## config.mk

```make
export PLATFORM = sky130hd
export DESIGN_NAME = pfu_cwdscan_flat
export DESIGN_NICKNAME = d
export VERILOG_FILES = /design/src/rtl/pfu_cwdscan_pkg.sv /design/src/rtl/pfu_cwdscan_if.sv /design/src/rtl/pfu_cwdscan_cnt.sv /design/src/rtl/pfu_cwdscan.sv /design/src/flat_wrapper.sv
export SDC_FILE = /design/constraint.sdc
export NUM_CORES = 1
export LEC_CHECK = 0
export CAP_MARGIN = 20
export CORE_UTILIZATION = 46
export DETAILED_ROUTE_END_ITERATION = 7
export PLACE_DENSITY_LB_ADDON = 0.15
export SLEW_MARGIN = 25
export SYNTH_ARGS = -nofsm -noshare
export SYNTH_HDL_FRONTEND = slang
export SYNTH_SLANG_ARGS = --single-unit
```

## constraint.sdc

```tcl
create_clock -name clk -period 1.8 [get_ports clk]
set_input_delay 0.27 -clock clk [delete_from_list [all_inputs] [get_ports clk]]
set_output_delay 0.27 -clock clk [all_outputs]
set_load 0.05 [all_outputs]
```

## src/rtl/pfu_cwdscan_pkg.sv

```systemverilog
// Shared sizing, opcode and codeword definitions for the PFU codeword scan
// sequencer (pfu_cwdscan) and its element counter.
// The backtick macros can be overridden from the command line; the package
// localparams are derived from them and are what the RTL uses.
// Optional feature macro (used by the top): PFU_CWDSCAN_PERFCNT_EN.
`ifndef NUM_UCROW
`define NUM_UCROW 2
`endif
`ifndef NUM_UCCOL
`define NUM_UCCOL 2
`endif
`ifndef QBADDR_BW
`define QBADDR_BW 2
`endif
`ifndef UCADDR_BW
`define UCADDR_BW 4
`endif
`ifndef PCHTYPE_BW
`define PCHTYPE_BW 2
`endif
`ifndef PCHDYN_BW
`define PCHDYN_BW 4
`endif
`ifndef OPCODE_BW
`define OPCODE_BW 4
`endif
`ifndef CWD_BW
`define CWD_BW 4
`endif

package pfu_cwdscan_pkg;

  localparam int unsigned NUM_UCROW  = `NUM_UCROW;
  localparam int unsigned NUM_UCCOL  = `NUM_UCCOL;
  localparam int unsigned QB_PER_UC  = 4;
  localparam int unsigned QBADDR_BW  = `QBADDR_BW;
  localparam int unsigned UCADDR_BW  = `UCADDR_BW;
  localparam int unsigned PCHTYPE_BW = `PCHTYPE_BW;
  localparam int unsigned PCHDYN_BW  = `PCHDYN_BW;
  localparam int unsigned OPCODE_BW  = `OPCODE_BW;
  localparam int unsigned CWD_BW     = `CWD_BW;
  localparam int unsigned PCHMEM_AW  = $clog2(NUM_UCROW * NUM_UCCOL);
  localparam int unsigned QBA_W      = PCHMEM_AW + QBADDR_BW;

  localparam logic [OPCODE_BW-1:0] OP_LQI        = OPCODE_BW'(1);
  localparam logic [OPCODE_BW-1:0] OP_LQM_X      = OPCODE_BW'(2);
  localparam logic [OPCODE_BW-1:0] OP_LQM_Y      = OPCODE_BW'(3);
  localparam logic [OPCODE_BW-1:0] OP_LQM_Z      = OPCODE_BW'(4);
  localparam logic [OPCODE_BW-1:0] OP_INIT_INTMD = OPCODE_BW'(5);
  localparam logic [OPCODE_BW-1:0] OP_MEAS_INTMD = OPCODE_BW'(6);

  // Idle codeword, also the reset value of the output data register
  localparam logic [CWD_BW-1:0] CWD_I = '0;

  function automatic logic op_is_scan(input logic [OPCODE_BW-1:0] op);
    case (op)
      OP_LQI, OP_LQM_X, OP_LQM_Y, OP_LQM_Z, OP_INIT_INTMD, OP_MEAS_INTMD: return 1'b1;
      default: return 1'b0;
    endcase
  endfunction

  // Row-major UC address used both for the patch memory and the output tag
  function automatic logic [PCHMEM_AW-1:0] uc_addr(input logic [UCADDR_BW-1:0] row,
                                                   input logic [UCADDR_BW-1:0] col);
    return PCHMEM_AW'(32'(row) * NUM_UCCOL + 32'(col));
  endfunction

endpackage

```

## src/rtl/pfu_cwdscan_if.sv

```systemverilog
// Codeword output stream of pfu_cwdscan (valid/ready handshake).
// master: drives cwdout_valid/data/qbaddr/last, receives cwdout_ready.
// slave : the downstream consumer.
interface pfu_cwdscan_if;
  import pfu_cwdscan_pkg::*;

  logic              cwdout_valid;
  logic              cwdout_ready;
  logic [CWD_BW-1:0] cwdout_data;
  logic [QBA_W-1:0]  cwdout_qbaddr;
  logic              cwdout_last;

  modport master (output cwdout_valid, output cwdout_data, output cwdout_qbaddr,
                  output cwdout_last, input cwdout_ready);
  modport slave  (input cwdout_valid, input cwdout_data, input cwdout_qbaddr,
                  input cwdout_last, output cwdout_ready);
endinterface

```

## src/rtl/pfu_cwdscan_cnt.sv

```systemverilog
// Row-major element counter for the codeword scan: ucrow outer, uccol middle,
// qbidx innermost. Holds at the final element (no wrap past the end).
// Ports: clk, rst_n (sync, active low), clr (restart at element 0),
//        adv (step one element), qb/row/col (current element),
//        last (current element is the final one).
module pfu_cwdscan_cnt
  import pfu_cwdscan_pkg::*;
(
  input  logic                 clk,
  input  logic                 rst_n,
  input  logic                 clr,
  input  logic                 adv,
  output logic [QBADDR_BW-1:0] qb,
  output logic [UCADDR_BW-1:0] row,
  output logic [UCADDR_BW-1:0] col,
  output logic                 last
);

  logic qb_wrap, col_wrap, row_end;

  assign qb_wrap  = (qb  == QBADDR_BW'(QB_PER_UC - 1));
  assign col_wrap = (col == UCADDR_BW'(NUM_UCCOL - 1));
  assign row_end  = (row == UCADDR_BW'(NUM_UCROW - 1));
  assign last     = qb_wrap && col_wrap && row_end;

  always_ff @(posedge clk) begin
    if (!rst_n || clr) begin
      qb  <= '0;
      row <= '0;
      col <= '0;
    end else if (adv && !last) begin
      if (qb_wrap) begin
        qb <= '0;
        if (col_wrap) begin
          col <= '0;
          row <= row + UCADDR_BW'(1);
        end else begin
          col <= col + UCADDR_BW'(1);
        end
      end else begin
        qb <= qb + QBADDR_BW'(1);
      end
    end
  end

endmodule

```

## src/rtl/pfu_cwdscan.sv

```systemverilog
// PFU codeword scan sequencer. Accepts one opcode, walks every UC and qubit,
// reads patch info once per UC, drives the codeword generator and streams
// its cwd_pf result out through cwdout (pfu_cwdscan_if.master).
// Ports: clk, rst_n (sync, active low); instr_valid/ready/opcode (command);
//        pchmem_* (patch memory read, 1-cycle latency); qbidx..cwd_valid
//        (generator inputs), cwd_pf (generator result); cwdout (output
//        stream); scan_done (one-cycle completion pulse).
// Optional: PFU_CWDSCAN_PERFCNT_EN adds perf_busy_cyc / perf_stall_cyc.
module pfu_cwdscan
  import pfu_cwdscan_pkg::*;
(
  input  logic                  clk,
  input  logic                  rst_n,
  input  logic                  instr_valid,
  output logic                  instr_ready,
  input  logic [OPCODE_BW-1:0]  instr_opcode,
  output logic                  pchmem_ren,
  output logic [PCHMEM_AW-1:0]  pchmem_raddr,
  input  logic                  pchmem_rvalid_in,
  input  logic [PCHTYPE_BW-1:0] pchmem_rtype,
  input  logic [PCHDYN_BW-1:0]  pchmem_rdyn,
  output logic [QBADDR_BW-1:0]  qbidx,
  output logic [UCADDR_BW-1:0]  ucrow,
  output logic [UCADDR_BW-1:0]  uccol,
  output logic                  pchinfo_valid,
  output logic [PCHTYPE_BW-1:0] pchtype,
  output logic [PCHDYN_BW-1:0]  pchdyn,
  output logic [OPCODE_BW-1:0]  cwd_opcode,
  output logic                  cwd_valid,
  input  logic [CWD_BW-1:0]     cwd_pf,
  pfu_cwdscan_if.master         cwdout,
  output logic                  scan_done
`ifdef PFU_CWDSCAN_PERFCNT_EN
  ,
  output logic [31:0]           perf_busy_cyc,
  output logic [31:0]           perf_stall_cyc
`endif
);

  typedef enum logic [1:0] {IDLE, SCAN, DRAIN, DONE} state_t;
  state_t state, state_nx;

  logic                  accept, stall, adv, issue, last_hs;
  logic [OPCODE_BW-1:0]  op_q;
  logic [QBADDR_BW-1:0]  cnt_qb;
  logic [UCADDR_BW-1:0]  cnt_row, cnt_col;
  logic                  cnt_last;

  // Issue-stage register: element whose patch read (if any) is in flight
  logic                  p0_valid, p0_rd, p0_last;
  logic [QBADDR_BW-1:0]  p0_qb;
  logic [UCADDR_BW-1:0]  p0_row, p0_col;
  logic                  s1_valid, s1_last;
  logic                  rd_pend;
  logic                  skid_valid, skid_pv;
  logic [PCHTYPE_BW-1:0] skid_type;
  logic [PCHDYN_BW-1:0]  skid_dyn;

  pfu_cwdscan_cnt u_cnt (
    .clk   (clk),
    .rst_n (rst_n),
    .clr   (accept),
    .adv   (issue),
    .qb    (cnt_qb),
    .row   (cnt_row),
    .col   (cnt_col),
    .last  (cnt_last)
  );

  // The whole pipeline advances as one unit whenever the output register
  // is empty or being accepted.
  assign stall        = cwdout.cwdout_valid && !cwdout.cwdout_ready;
  assign adv          = !stall;
  assign instr_ready  = (state == IDLE);
  assign accept       = instr_valid && instr_ready;
  assign issue        = (state == SCAN) && adv;
  assign pchmem_ren   = issue && (cnt_qb == '0);
  assign pchmem_raddr = uc_addr(cnt_row, cnt_col);
  assign last_hs      = cwdout.cwdout_valid && cwdout.cwdout_ready && cwdout.cwdout_last;
  assign scan_done    = (state == DONE);
  assign cwd_valid    = s1_valid;
  assign cwd_opcode   = op_q;

  always_comb begin
    state_nx = state;
    unique case (state)
      IDLE:    if (accept) state_nx = op_is_scan(instr_opcode) ? SCAN : DONE;
      SCAN:    if (issue && cnt_last) state_nx = DRAIN;
      DRAIN:   if (last_hs) state_nx = DONE;
      DONE:    state_nx = IDLE;
      default: state_nx = IDLE;
    endcase
  end

  always_ff @(posedge clk) begin
    if (!rst_n) begin
      state <= IDLE;
      op_q  <= '0;
    end else begin
      state <= state_nx;
      if (accept) op_q <= instr_opcode;
    end
  end

  always_ff @(posedge clk) begin
    if (!rst_n) begin
      rd_pend              <= 1'b0;
      p0_valid             <= 1'b0;
      p0_rd                <= 1'b0;
      p0_last              <= 1'b0;
      p0_qb                <= '0;
      p0_row               <= '0;
      p0_col               <= '0;
      skid_valid           <= 1'b0;
      skid_pv              <= 1'b0;
      skid_type            <= '0;
      skid_dyn             <= '0;
      s1_valid             <= 1'b0;
      s1_last              <= 1'b0;
      qbidx                <= '0;
      ucrow                <= '0;
      uccol                <= '0;
      pchinfo_valid        <= 1'b0;
      pchtype              <= '0;
      pchdyn               <= '0;
      cwdout.cwdout_valid  <= 1'b0;
      cwdout.cwdout_data   <= CWD_I;
      cwdout.cwdout_qbaddr <= '0;
      cwdout.cwdout_last   <= 1'b0;
    end else begin
      rd_pend <= pchmem_ren;

      // Read data lands while p0 holds its element; if stage 1 cannot take
      // it this cycle, park it until the pipeline moves again.
      if (rd_pend && stall) begin
        skid_valid <= 1'b1;
        skid_pv    <= pchmem_rvalid_in;
        skid_type  <= pchmem_rtype;
        skid_dyn   <= pchmem_rdyn;
      end else if (adv && p0_valid && p0_rd) begin
        skid_valid <= 1'b0;
      end

      if (adv) begin
        p0_valid <= issue;
        if (issue) begin
          p0_rd   <= (cnt_qb == '0);
          p0_last <= cnt_last;
          p0_qb   <= cnt_qb;
          p0_row  <= cnt_row;
          p0_col  <= cnt_col;
        end

        s1_valid <= p0_valid;
        if (p0_valid) begin
          s1_last <= p0_last;
          qbidx   <= p0_qb;
          ucrow   <= p0_row;
          uccol   <= p0_col;
          if (p0_rd) begin
            pchinfo_valid <= skid_valid ? skid_pv   : pchmem_rvalid_in;
            pchtype       <= skid_valid ? skid_type : pchmem_rtype;
            pchdyn        <= skid_valid ? skid_dyn  : pchmem_rdyn;
          end
        end

        cwdout.cwdout_valid <= s1_valid;
        cwdout.cwdout_last  <= s1_valid && s1_last;
        if (s1_valid) begin
          cwdout.cwdout_data   <= cwd_pf;
          cwdout.cwdout_qbaddr <= {uc_addr(ucrow, uccol), qbidx};
        end
      end
    end
  end

`ifdef PFU_CWDSCAN_PERFCNT_EN
  always_ff @(posedge clk) begin
    if (!rst_n || accept) begin
      perf_busy_cyc  <= '0;
      perf_stall_cyc <= '0;
    end else begin
      if (state != IDLE && perf_busy_cyc != '1) perf_busy_cyc <= perf_busy_cyc + 32'd1;
      if (stall && perf_stall_cyc != '1) perf_stall_cyc <= perf_stall_cyc + 32'd1;
    end
  end
`endif

endmodule

```

## src/flat_wrapper.sv

```systemverilog
// flat-port wrapper written by rule: the top's interface ports become plain ports
module pfu_cwdscan_flat import pfu_cwdscan_pkg::*;
  (clk, rst_n, instr_valid, instr_ready, instr_opcode, pchmem_ren, pchmem_raddr, pchmem_rvalid_in, pchmem_rtype, pchmem_rdyn, qbidx, ucrow, uccol, pchinfo_valid, pchtype, pchdyn, cwd_opcode, cwd_valid, cwd_pf, scan_done, cwdout_cwdout_valid, cwdout_cwdout_data, cwdout_cwdout_qbaddr, cwdout_cwdout_last, cwdout_cwdout_ready);
  pfu_cwdscan_if cwdout_i ();
  input  logic clk;
  input  logic rst_n;
  input  logic instr_valid;
  output logic instr_ready;
  input  logic [OPCODE_BW-1:0] instr_opcode;
  output logic pchmem_ren;
  output logic [PCHMEM_AW-1:0] pchmem_raddr;
  input  logic pchmem_rvalid_in;
  input  logic [PCHTYPE_BW-1:0] pchmem_rtype;
  input  logic [PCHDYN_BW-1:0] pchmem_rdyn;
  output logic [QBADDR_BW-1:0] qbidx;
  output logic [UCADDR_BW-1:0] ucrow;
  output logic [UCADDR_BW-1:0] uccol;
  output logic pchinfo_valid;
  output logic [PCHTYPE_BW-1:0] pchtype;
  output logic [PCHDYN_BW-1:0] pchdyn;
  output logic [OPCODE_BW-1:0] cwd_opcode;
  output logic cwd_valid;
  input  logic [CWD_BW-1:0] cwd_pf;
  output logic scan_done;
  output wire logic [$bits(cwdout_i.cwdout_valid)-1:0] cwdout_cwdout_valid;
  output wire logic [$bits(cwdout_i.cwdout_data)-1:0] cwdout_cwdout_data;
  output wire logic [$bits(cwdout_i.cwdout_qbaddr)-1:0] cwdout_cwdout_qbaddr;
  output wire logic [$bits(cwdout_i.cwdout_last)-1:0] cwdout_cwdout_last;
  input wire logic [$bits(cwdout_i.cwdout_ready)-1:0] cwdout_cwdout_ready;
  assign cwdout_cwdout_valid = cwdout_i.cwdout_valid;
  assign cwdout_cwdout_data = cwdout_i.cwdout_data;
  assign cwdout_cwdout_qbaddr = cwdout_i.cwdout_qbaddr;
  assign cwdout_cwdout_last = cwdout_i.cwdout_last;
  assign cwdout_i.cwdout_ready = cwdout_cwdout_ready;
  pfu_cwdscan u_core (.clk(clk), .rst_n(rst_n), .instr_valid(instr_valid), .instr_ready(instr_ready), .instr_opcode(instr_opcode), .pchmem_ren(pchmem_ren), .pchmem_raddr(pchmem_raddr), .pchmem_rvalid_in(pchmem_rvalid_in), .pchmem_rtype(pchmem_rtype), .pchmem_rdyn(pchmem_rdyn), .qbidx(qbidx), .ucrow(ucrow), .uccol(uccol), .pchinfo_valid(pchinfo_valid), .pchtype(pchtype), .pchdyn(pchdyn), .cwd_opcode(cwd_opcode), .cwd_valid(cwd_valid), .cwd_pf(cwd_pf), .cwdout(cwdout_i), .scan_done(scan_done));
endmodule
```

* After elaboration in Yosys (flattened, before gate mapping) *
Index checks and enable logic that the tools add are counted.

storage, ports and cells
  bits in registers = 67
  output and inout port bits = 37
  logic and storage cells = 94

cells by class
  $add $sub $neg = 5
  eq/ne operators = 15
  multiplexer cells = 15
  bitwise operators = 1
  reduce and logical (&&, ||, !) cells = 30

operator list
  cell                                                             count
  1-bit logical AND                                                14
  4-bit by 1-bit == test with 1-bit output, second input constant  3
  4-bit by 3-bit == test with 1-bit output, second input constant  3
  2-bit two-way mux                                                6
  3-bit AND reduction                                              3
  4-bit by 1-bit adder with 4-bit output, second input constant    2
  4-bit by 2-bit == test with 1-bit output, second input constant  2
  4-bit two-way mux                                                2
  2-bit case mux with 4 select lines                               1
  2-bit AND reduction                                              4
  2-bit == test, second input constant                             3
  1-bit two-way mux                                                6
  6-bit OR reduction                                               1
  2-bit adder                                                      2
  1-bit logical NOT                                                4
  2-bit logical NOT                                                2
  2-bit != test, second input constant                             2
  2-bit by 1-bit adder with 2-bit output, second input constant    1
  2-bit by 1-bit == test with 1-bit output, second input constant  1
  2-bit by 1-bit != test with 1-bit output, second input constant  1
  2-bit nonzero test                                               1
  1-bit logical OR                                                 1
  1-bit inverter                                                   1

* Logic depth before layout (Yosys ltp) *
Gate-level depths: netlist of the first run.

  depth in word-level cells = 8
  depth in mapped cells = 7

* Hierarchy *
Synthesis of the first run repeated with hierarchy kept, for this count alone.

second synthesis, totals
  cells, all modules = 331
  area, all modules = 2,788.9 um^2

by module, submodules not included
  module           times used  cells each  area each (um^2)  seq. area each (um^2)
  pfu_cwdscan      1           270         2,272.2           1,141.1
  pfu_cwdscan_cnt  1           61          516.7             200.2

* Worst setup path before layout of the first run *
OpenSTA, ideal clock, no wires.

  kind = reg-to-reg
  start = register u_core.state[0]
  end = register u_core.u_cnt.col[3]
  library setup time = 0.074 ns
  data arrival time = 1.781 ns
  data required time = 1.726 ns
  setup slack = -0.055 ns
  stages on the path, launching flop included = 7
  period minus slack after synthesis = 1.855 ns
  path through = dfxtp_1 -> inv_1 -> ha_1 -> nand2_1 -> nand2_1 -> or4_1 -> o21ai_0

between the ends
  elaborated cells between the ends (all ways) = 7
  classes of those cells = eq/ne: 1; reduce/logical: 6

RTL lines
  item                      line                   text
  start: declaration        pfu_cwdscan.sv:41      state_t state, state_nx;
  start signal: assignment  pfu_cwdscan.sv:100     state <= state_nx;
  2-bit logical NOT         pfu_cwdscan.sv:74      assign instr_ready = (state == IDLE);
  named net instr_ready     flat_wrapper.sv:8      output logic instr_ready;
  1-bit logical AND         pfu_cwdscan.sv:75      assign accept = instr_valid && instr_ready;
  1-bit logical OR          pfu_cwdscan_cnt.sv:27  if (!rst_n || clr) begin
  end signal: assignment    pfu_cwdscan_cnt.sv:38  col <= col + UCADDR_BW'(1);
  end: declaration          pfu_cwdscan_cnt.sv:15  output logic [UCADDR_BW-1:0] col,

The timed path passes the listed nets, and every way through them passes these cells.
A chain may end at the register's enable or synchronous reset.

* Worst setup path after layout of the first run *
  start = register u_core.ucrow[3]
  end = output ucrow[3]

RTL lines
  item                      line                text
  start: declaration        pfu_cwdscan.sv:23   output logic [UCADDR_BW-1:0] ucrow,
  start signal: assignment  pfu_cwdscan.sv:158  ucrow <= p0_row;
  end: declaration          flat_wrapper.sv:16  output logic [UCADDR_BW-1:0] ucrow;

No word-level cell between the ends.

==> flow_metrics.env, run 1 <==
export IMPL_status="finished clean"
export IMPL_synth_xor_area_share_pct=0.911
export IMPL_postLayoutCoreUtil_pct=65.9
export IMPL_cp_start_kind="flop"
export IMPL_drt_wl_total_mm=6.19
export IMPL_wl_per_cell_um=13.0
export IMPL_avgViaCountPerCell=5.11
export IMPL_period_share_pct=97.4
export IMPL_clock_latency_ns=0.35
export IMPL_rsz0062_at_grt="true"
export IMPL_path_cells="clkdlybuf4s50_1"
export IMPL_grtUsageTotal_pct=20.2
export IMPL_grt_overflow_total=0
export IMPL_insertedDiodeCount=0
export IMPL_cts_tree="done"
export IMPL_ys_seq_area_share_pct=46.5
export IMPL_vias=2431
export IMPL_regArea_sq_um=1350
export IMPL_clk_pin_slew_ns=0.08
export IMPL_placed_cells=460
export IMPL_dieArea_sq_um=6590
export IMPL_fin_skew_ns=0.0117
export IMPL_synth_common_cells="92 x nand2_1, 67 x dfxtp_1, 45 x a21boi_0, 18 x nand3_1, 15 x clkbuf_1"
export IMPL_synth_nets=358
export IMPL_fp_coreArea_sq_um=5990
export IMPL_area_delta_synth_final_pct=36.9
export IMPL_design_area_sq_um=3950
export IMPL_cts_sinks=67
export IMPL_cp_end_kind="output port"
export IMPL_use_met2_pct=31.9
export IMPL_p_per_area_nw_per_um2=1090
export IMPL_synth_adder_area_share_pct=3.90
export IMPL_crit_family="buffers and inverters"
export IMPL_use_met1_pct=25.5
export IMPL_routabilityCongestion=0.783
export IMPL_ant_nets=0
export IMPL_peakVddDrop_uv=834
export IMPL_die_x_um=81.2
export IMPL_multiInputGateArea_sq_um=1450
export IMPL_fp_dieH_um=81.2
export IMPL_synth_top_cell_area_share_pct=46.5
export IMPL_synth_cells=330
export IMPL_synthMuxAreaShare_pct=3.12
export IMPL_synth_seq_cells=67
export IMPL_synth_area_sq_um=2880
export IMPL_synth_async_sr_flop_share_pct=0
export IMPL_fin_nets=424
export IMPL_dp_hpwl_mm=4.21
export IMPL_synth_top_area_cell="dfxtp_1"
export IMPL_synth_compound_area_share_pct=20.3
export IMPL_grt_pass1_wl_mm=10.1
export IMPL_crit_buf_inv=1
export IMPL_synthDistinctLibCells=38
export IMPL_grt_max_degree=55
export IMPL_synth_edf_count=0
export IMPL_crit_arrival_ns=1.48
export IMPL_n_fill_cell=508
export IMPL_grt_pass1_vias=2252
export IMPL_power_leakage_uw=0.00172
export IMPL_met3_usage_pct=3.71
export IMPL_path_class="reg -> out"
export IMPL_yosysMostFrequentCell="nand2_1"
export IMPL_fin_crit_ns=1.75
export IMPL_tightest_slew_ns=0.515
export IMPL_hold_viol_final=0
export IMPL_io_buffer_count=55
export IMPL_cp_max_fo=2
export IMPL_fmax_ghz=0.570
export IMPL_synth_top_family_by_area="simple AND/OR/NAND/NOR gates"
export IMPL_setup_tns_ns=0
export IMPL_syn_avg_cell_area_sq_um=8.74
export IMPL_critical_path_required_ns=1.53
export IMPL_layout_cells_non_filler=476
export IMPL_rows=28
export IMPL_drc=0
export IMPL_slowest_stage="clkdlybuf4s50_1"
export IMPL_layout_drive_gt1_share_pct=15.0
export IMPL_cts_buffer_depth=2
export IMPL_top_usage_layer="met2"
export IMPL_cts_root_buf="clkbuf_8"
export IMPL_start_util_pct=48.1
export IMPL_ctsHtreeMaxLevel=3
export IMPL_dr_pass1_iters=4
export IMPL_synth_simple_gate_area_share_pct=21.4
export IMPL_relSlewSlack_pct=65.6
export IMPL_yosys_warnings=0
export IMPL_slew_violations=0
export IMPL_cts_setup_buffers=0
export IMPL_drt_iter0_drc=87
export IMPL_maxCapViolations=0
export IMPL_synthFlopType="dfxtp_1"
export IMPL_timing_hold_worst_class="reg -> reg"
export IMPL_antenna_found_initial=0
export IMPL_place_area_sq_um=3650
export IMPL_yosys_top_cells_area="dfxtp_1 47%, nand2_1 12%, a21boi_0 12%, ha_1 3.9%, mux2i_1 3.1%"
export IMPL_setup_viol=0
export IMPL_cpPeakStageDelay_ns=0.81
export IMPL_ios=56
export IMPL_cts_buffers=9
## per-stage QoR
| stage | setup WS (ns) | total power, uW | hold WS (ns) |
|---|---|---|---|
| 6_report | 0.0471 | 4310 | 0.457 |
| 5_1_grt | -0.00583 | 4500 | 0.488 |
| 4_1_cts | 0.00171 | 4340 | 0.467 |
| 3_5_place_dp | -0.0622 | 2760 | 0.454 |
| 3_3_place_gp | -0.0547 | 2740 | 0.448 |
| 2_1_floorplan | 0.0994 | 2330 | 0.415 |
## area by class of cell
cell class | count | share of cell area (%)
Clock buffer | 10 | 3.49
Clock inverter | 6 | 2.85
Inverter | 8 | 0.761
Multi-Input combinational cell | 236 | 36.7
Sequential cell | 67 | 34.1
Tap cell | 75 | 2.38
Timing Repair Buffer | 74 | 19.7
## layer usage
| metal | vias to the layer above | wire [um] |
|---|---|---|
| met1 | 1115 | 2990 |
| li1 | 1252 | - |
| met3 | 11 | 238 |
| met4 | 0 | 141 |
| met5 | - | 0 |
| met2 | 53 | 2820 |
## power breakdown
| group | internal (uW) | switching, uW | leakage [uW] |
|---|---|---|---|
| Combinational | 450 | 639 | 0.00106 |
| Clock | 958 | 601 | 0.000115 |
| Sequential | 1580 | 81.0 | 0.000543 |
## logic make-up (layout without fill, tap and decap cells)
group / after synthesis / after routing
adder cells (fa/ha/maj): 9 / 9
AND/OR/NAND/NOR: 138 / 138
multiplexers: 9 / 9
flip-flops: 67 / 67
XOR/XNOR: 3 / 3
AO/OA/AOI/OAI: 77 / 77
buffers and inverters: 27 / 98
## flip-flops by register name, indices dropped and copies added (netlist names), 4 cells and up
signal and cells:
u_core.cwd_opcode 4, u_core.u_cnt.col 4, u_core.skid_dyn 4, u_core.cwdout.cwdout_data 4, u_core.pchdyn 4, u_core.cwdout.cwdout_qbaddr 4, u_core.ucrow 4, u_core.p0_row 4
u_core.u_cnt.row 4, u_core.uccol 4, u_core.p0_col 4
## cell usage in the layout (no fill, tap or decap), types with 6 or more instances in the layout
cell type	n
a21boi_0	45
clkdlybuf4s50_1	30
ha_1	7
a21oi_1	6
dlymetal6s2s_1	12
o21ai_0	7
clkbuf_8	10
mux2i_1	9
buf_4	24
dfxtp_1	64
o211a_1	8
nand2_1	92
nand3_1	18
and2_1	6
inv_1	6
buf_12	7
## repair_timing
item | in CTS | in global routing
resized for setup | 5 | 15
hold buffers | 0 | 0
pin swaps | 0 | 1
setup endpoints to repair | 2 | 17
## path summary, 6_finish.rpt
path,endpoint,slack [ns],startpoint,depth (start not counted)
setup reg to reg,u_core.state[1],0.07,u_core.u_cnt.row[1],6
hold / removal,u_core.ucrow[0],0.46,u_core.p0_row[0],2
setup / recovery,ucrow[3],0.05,u_core.ucrow[3],1
hold reg to reg,u_core.ucrow[0],0.46,u_core.p0_row[0],2
No activity file was read; power rests on OpenSTA's default activity.
==> run 2, diff against run 1 <==
--- a/config.mk
+++ b/config.mk
@@ -7,2 +7,3 @@
 export LEC_CHECK = 0
+export ABC_AREA = 1
 export CAP_MARGIN = 20
--- a/constraint.sdc
+++ b/constraint.sdc
@@ -3,2 +3,2 @@
 set_output_delay 0.27 -clock clk [all_outputs]
-set_load 0.05 [all_outputs]
+set_load 0.1 [all_outputs]
==> run 2 against run 1 <==
  * Non-clock buffer count shrank 7
  * Fmax up 2.1%
  * Wire length down 2.2%
  * Sequential share of layout area grew 1.7 points
  * Die area decreased by 2.1%
  * Critical path type unchanged
  * Critical endpoint is now pchmem_ren
  * Largest cell class is now registers
==> flow_metrics.env, run 2 <==
export IMPL_status="finished clean"
export IMPL_cp_max_fo=4
export IMPL_grt_pass1_wl_mm=9.89
export IMPL_routabilityCongestion=0.829
export IMPL_final_cell_mix="64 x dfxtp_1, 60 x nor2_1, 39 x nand2_1, 39 x buf_4, 37 x a21oi_1"
export IMPL_slowest_stage="dfxtp_2"
export IMPL_grtUsageTotal_pct=20.0
export IMPL_ios=56
export IMPL_cp_start_kind="flop"
export IMPL_ys_seq_area_share_pct=47.5
export IMPL_synth_seq_cells=67
export IMPL_synthMuxAreaShare_pct=2.79
export IMPL_dp_slack_ns=0.0980
export IMPL_synth_common_cells="67 x dfxtp_1, 61 x nor2_1, 39 x nand2_1, 37 x a21oi_1, 32 x o21ai_0"
export IMPL_relSlewSlack_pct=74.6
export IMPL_path_class="reg -> out"
export IMPL_layout_drive_gt1_share_pct=22.8
export IMPL_insertedDiodeCount=0
export IMPL_switchingPower_uw=2350
export IMPL_synthDistinctLibCells=30
export IMPL_synth_adder_area_share_pct=3.99
export IMPL_path_common_cell="inv_2"
export IMPL_dieArea_sq_um=6450
export IMPL_wl_met3_um=259
export IMPL_met2WireLength_mm=2.72
export IMPL_cpPeakStageDelay_ns=0.34
export IMPL_antenna_found_initial=0
export IMPL_setup_slack_ns=0.0840
export IMPL_fp_coreArea_sq_um=5920
export IMPL_hold_viol_final=0
export IMPL_cts_buffer_depth=2
export IMPL_crit_buf_inv=4
export IMPL_peakVddDrop_uv=886
export IMPL_drc=0
export IMPL_grt_max_degree=37
export IMPL_fmax_ghz=0.583
export IMPL_synth_compound_area_share_pct=13.8
export IMPL_path_cells="inv_2 -> ha_4 -> inv_2 -> nor2_8 -> inv_2 -> nor2_4 -> buf_12"
export IMPL_synth_top_area_cell="dfxtp_1"
export IMPL_fin_skew_ns=0.0108
export IMPL_switching_share_pct=41.9
export IMPL_pwr_share_comb_pct=41.0
export IMPL_synth_top_cell_area_share_pct=47.5
export IMPL_die_x_um=80.3
export IMPL_ant_nets=0
export IMPL_topRoutingLayerUsed="met4"
export IMPL_fp_dieH_um=80.3
export IMPL_setup_viol=0
export IMPL_synth_async_sr_flop_share_pct=0
export IMPL_placed_cells=475
export IMPL_critical_path_required_ns=1.53
export IMPL_area_delta_synth_final_pct=33.1
export IMPL_wl_per_cell_um=12.3
export IMPL_setup_tns_ns=0
export IMPL_fin_crit_ns=1.72
export IMPL_pwr_share_seq_pct=34.6
export IMPL_ctsHtreeMaxLevel=3
export IMPL_dp_hpwl_mm=4.28
export IMPL_cts_root_buf="clkbuf_8"
export IMPL_clkPwrFrac_pct=24.4
export IMPL_n_fill_cell=521
export IMPL_period_share_pct=95.3
export IMPL_avgViaCountPerCell=4.94
export IMPL_cp_end_kind="output port"
export IMPL_yosys_top_cells_area="dfxtp_1 48%, nor2_1 8.1%, a21oi_1 6.6%, o21ai_0 5.7%, nand2_1 5.2%"
export IMPL_drt_iter0_drc=148
export IMPL_drt_met1_wl_mm=2.99
export IMPL_synth_simple_gate_area_share_pct=24.0
export IMPL_slew_violations=0
export IMPL_io_buffer_count=55
export IMPL_yosysMostFrequentCell="dfxtp_1"
export IMPL_rows=28
export IMPL_synth_nets=379
export IMPL_crit_arrival_ns=1.45
export IMPL_cts_buffers=9
export IMPL_p_per_area_nw_per_um2=1500
export IMPL_yosys_warnings=0
export IMPL_power_internal_uw=3270
export IMPL_cts_sinks=67
export IMPL_grt_overflow_total=0
export IMPL_synth_top_family_by_area="simple AND/OR/NAND/NOR gates"
export IMPL_synthFlopType="dfxtp_1"
export IMPL_start_util_pct=47.7
export IMPL_clock_latency_ns=0.33
export IMPL_maxCapViolations=0
export IMPL_crit_family="buffers and inverters"
export IMPL_power_leakage_uw=0.00159
export IMPL_synth_cells=351
export IMPL_tightest_slew_ns=0.381
export IMPL_timing_hold_worst_class="reg -> reg"
export IMPL_layout_cells_non_filler=491
export IMPL_synth_xor_area_share_pct=1.55
export IMPL_syn_avg_cell_area_sq_um=8.04
export IMPL_clk_pin_slew_ns=0.07
export IMPL_drt_wl_total_mm=6.05
export IMPL_synth_edf_count=0
export IMPL_synth_area_sq_um=2820
export IMPL_dr_pass1_iters=4
export IMPL_final_common_cell="dfxtp_1"
export IMPL_cts_tree="done"
export IMPL_vias=2426
export IMPL_grt_pass1_vias=2152
export IMPL_fin_nets=441
-- run 2: changes by cell type after synthesis, moves of 5 or more --
cell and change:
clkbuf_1 -11, inv_1 +16, mux2_2 +7, a21boi_0 -45
mux2i_1 -9, nand3_1 +6, nand2_1 -53, nand4_1 +5
nor2_1 +57, o211a_1 -8, and2_1 -6, a21oi_1 +31
o21ai_0 +25
-- run 2: cell families after synthesis --
logic type	Yosys count
DFF	67
muxes	7
xor gates and xnor gates	5
AOI/OAI and AO/OA	76
and+or+nand+nor	145
adders and majority gates	9
buffers and inverters	42
-- run 2: power by group through the flow --
| stage | Clock, uW | Combinational, uW | Sequential (uW) |
|---|---|---|---|
| after floorplan | 0 | 970 | 2670 |
| after global placement | 0 | 2260 | 1960 |
| after detailed placement | 0 | 2270 | 1960 |
| after CTS | 1400 | 2290 | 1930 |
| after global routing | 1460 | 2450 | 1980 |
| final | 1370 | 2300 | 1940 |
-- run 2: per-stage QoR --
| step | util (%) | cell area [sq um] | total power (uW) | hold WS, ns |
|---|---|---|---|---|
| after floorplan | - | 2840 | 3640 | 0.419 |
| after global placement | 59.3 | 3510 | 4210 | 0.446 |
| after detailed placement | 59.3 | 3510 | 4240 | 0.455 |
| after CTS | 63.0 | 3730 | 5620 | 0.468 |
| after global routing | 63.4 | 3760 | 5890 | 0.488 |
| final | 63.4 | 3760 | 5620 | 0.465 |
-- run 2: timing repair --
item / 4_1_cts / 5_1_grt
setup endpoints to repair: 1 / 2
resized for setup: 4 / 3
hold endpoints to repair: 0 / 0
hold buffers: 0 / 0
pin swaps: 0 / 2
buffers inserted: 0 / 2
-- run 2: tightest hold or removal path, cell delays in order (launching register included) --
cell     delay (ns)
dfxtp_1        0.31
nand2_1        0.06
a21oi_1        0.05
-- run 2: worst paths after layout --
kind                        from  depth (start not counted)                   to  slack (ns)
min reg2reg  u_core.skid_type[0]                          2  u_core.skid_type[0]        0.47
max reg2reg      u_core.state[0]                          9  u_core.u_cnt.col[1]        0.15
max              u_core.state[1]                          7           pchmem_ren        0.08
min          u_core.skid_type[0]                          2  u_core.skid_type[0]        0.47
-- run 2: area by class of cell --
class | instances | area (sq um) | share of cell area (%)
multi-input combinational | 242 | 1330 | 35.4
clock buffer | 12 | 155 | 4.13
sequential | 67 | 1350 | 35.8
timing repair buffer | 67 | 673 | 17.9
inverter | 26 | 97.6 | 2.60
clock inverter | 2 | 60.1 | 1.60
tap | 75 | 93.8 | 2.50
-- run 2: layer usage --
layer  vias up  track usage, %
met4         0            9.11
li1       1277               -
met1      1089            26.2
met3         8            5.11
met5         -               0
met2        52            30.9
==> run 3, diff against run 2 <==
- CAP_MARGIN: 20 -> not set
==> results of run 3 <==
The final DEF is identical to that of run 2; final timing and power are the same.
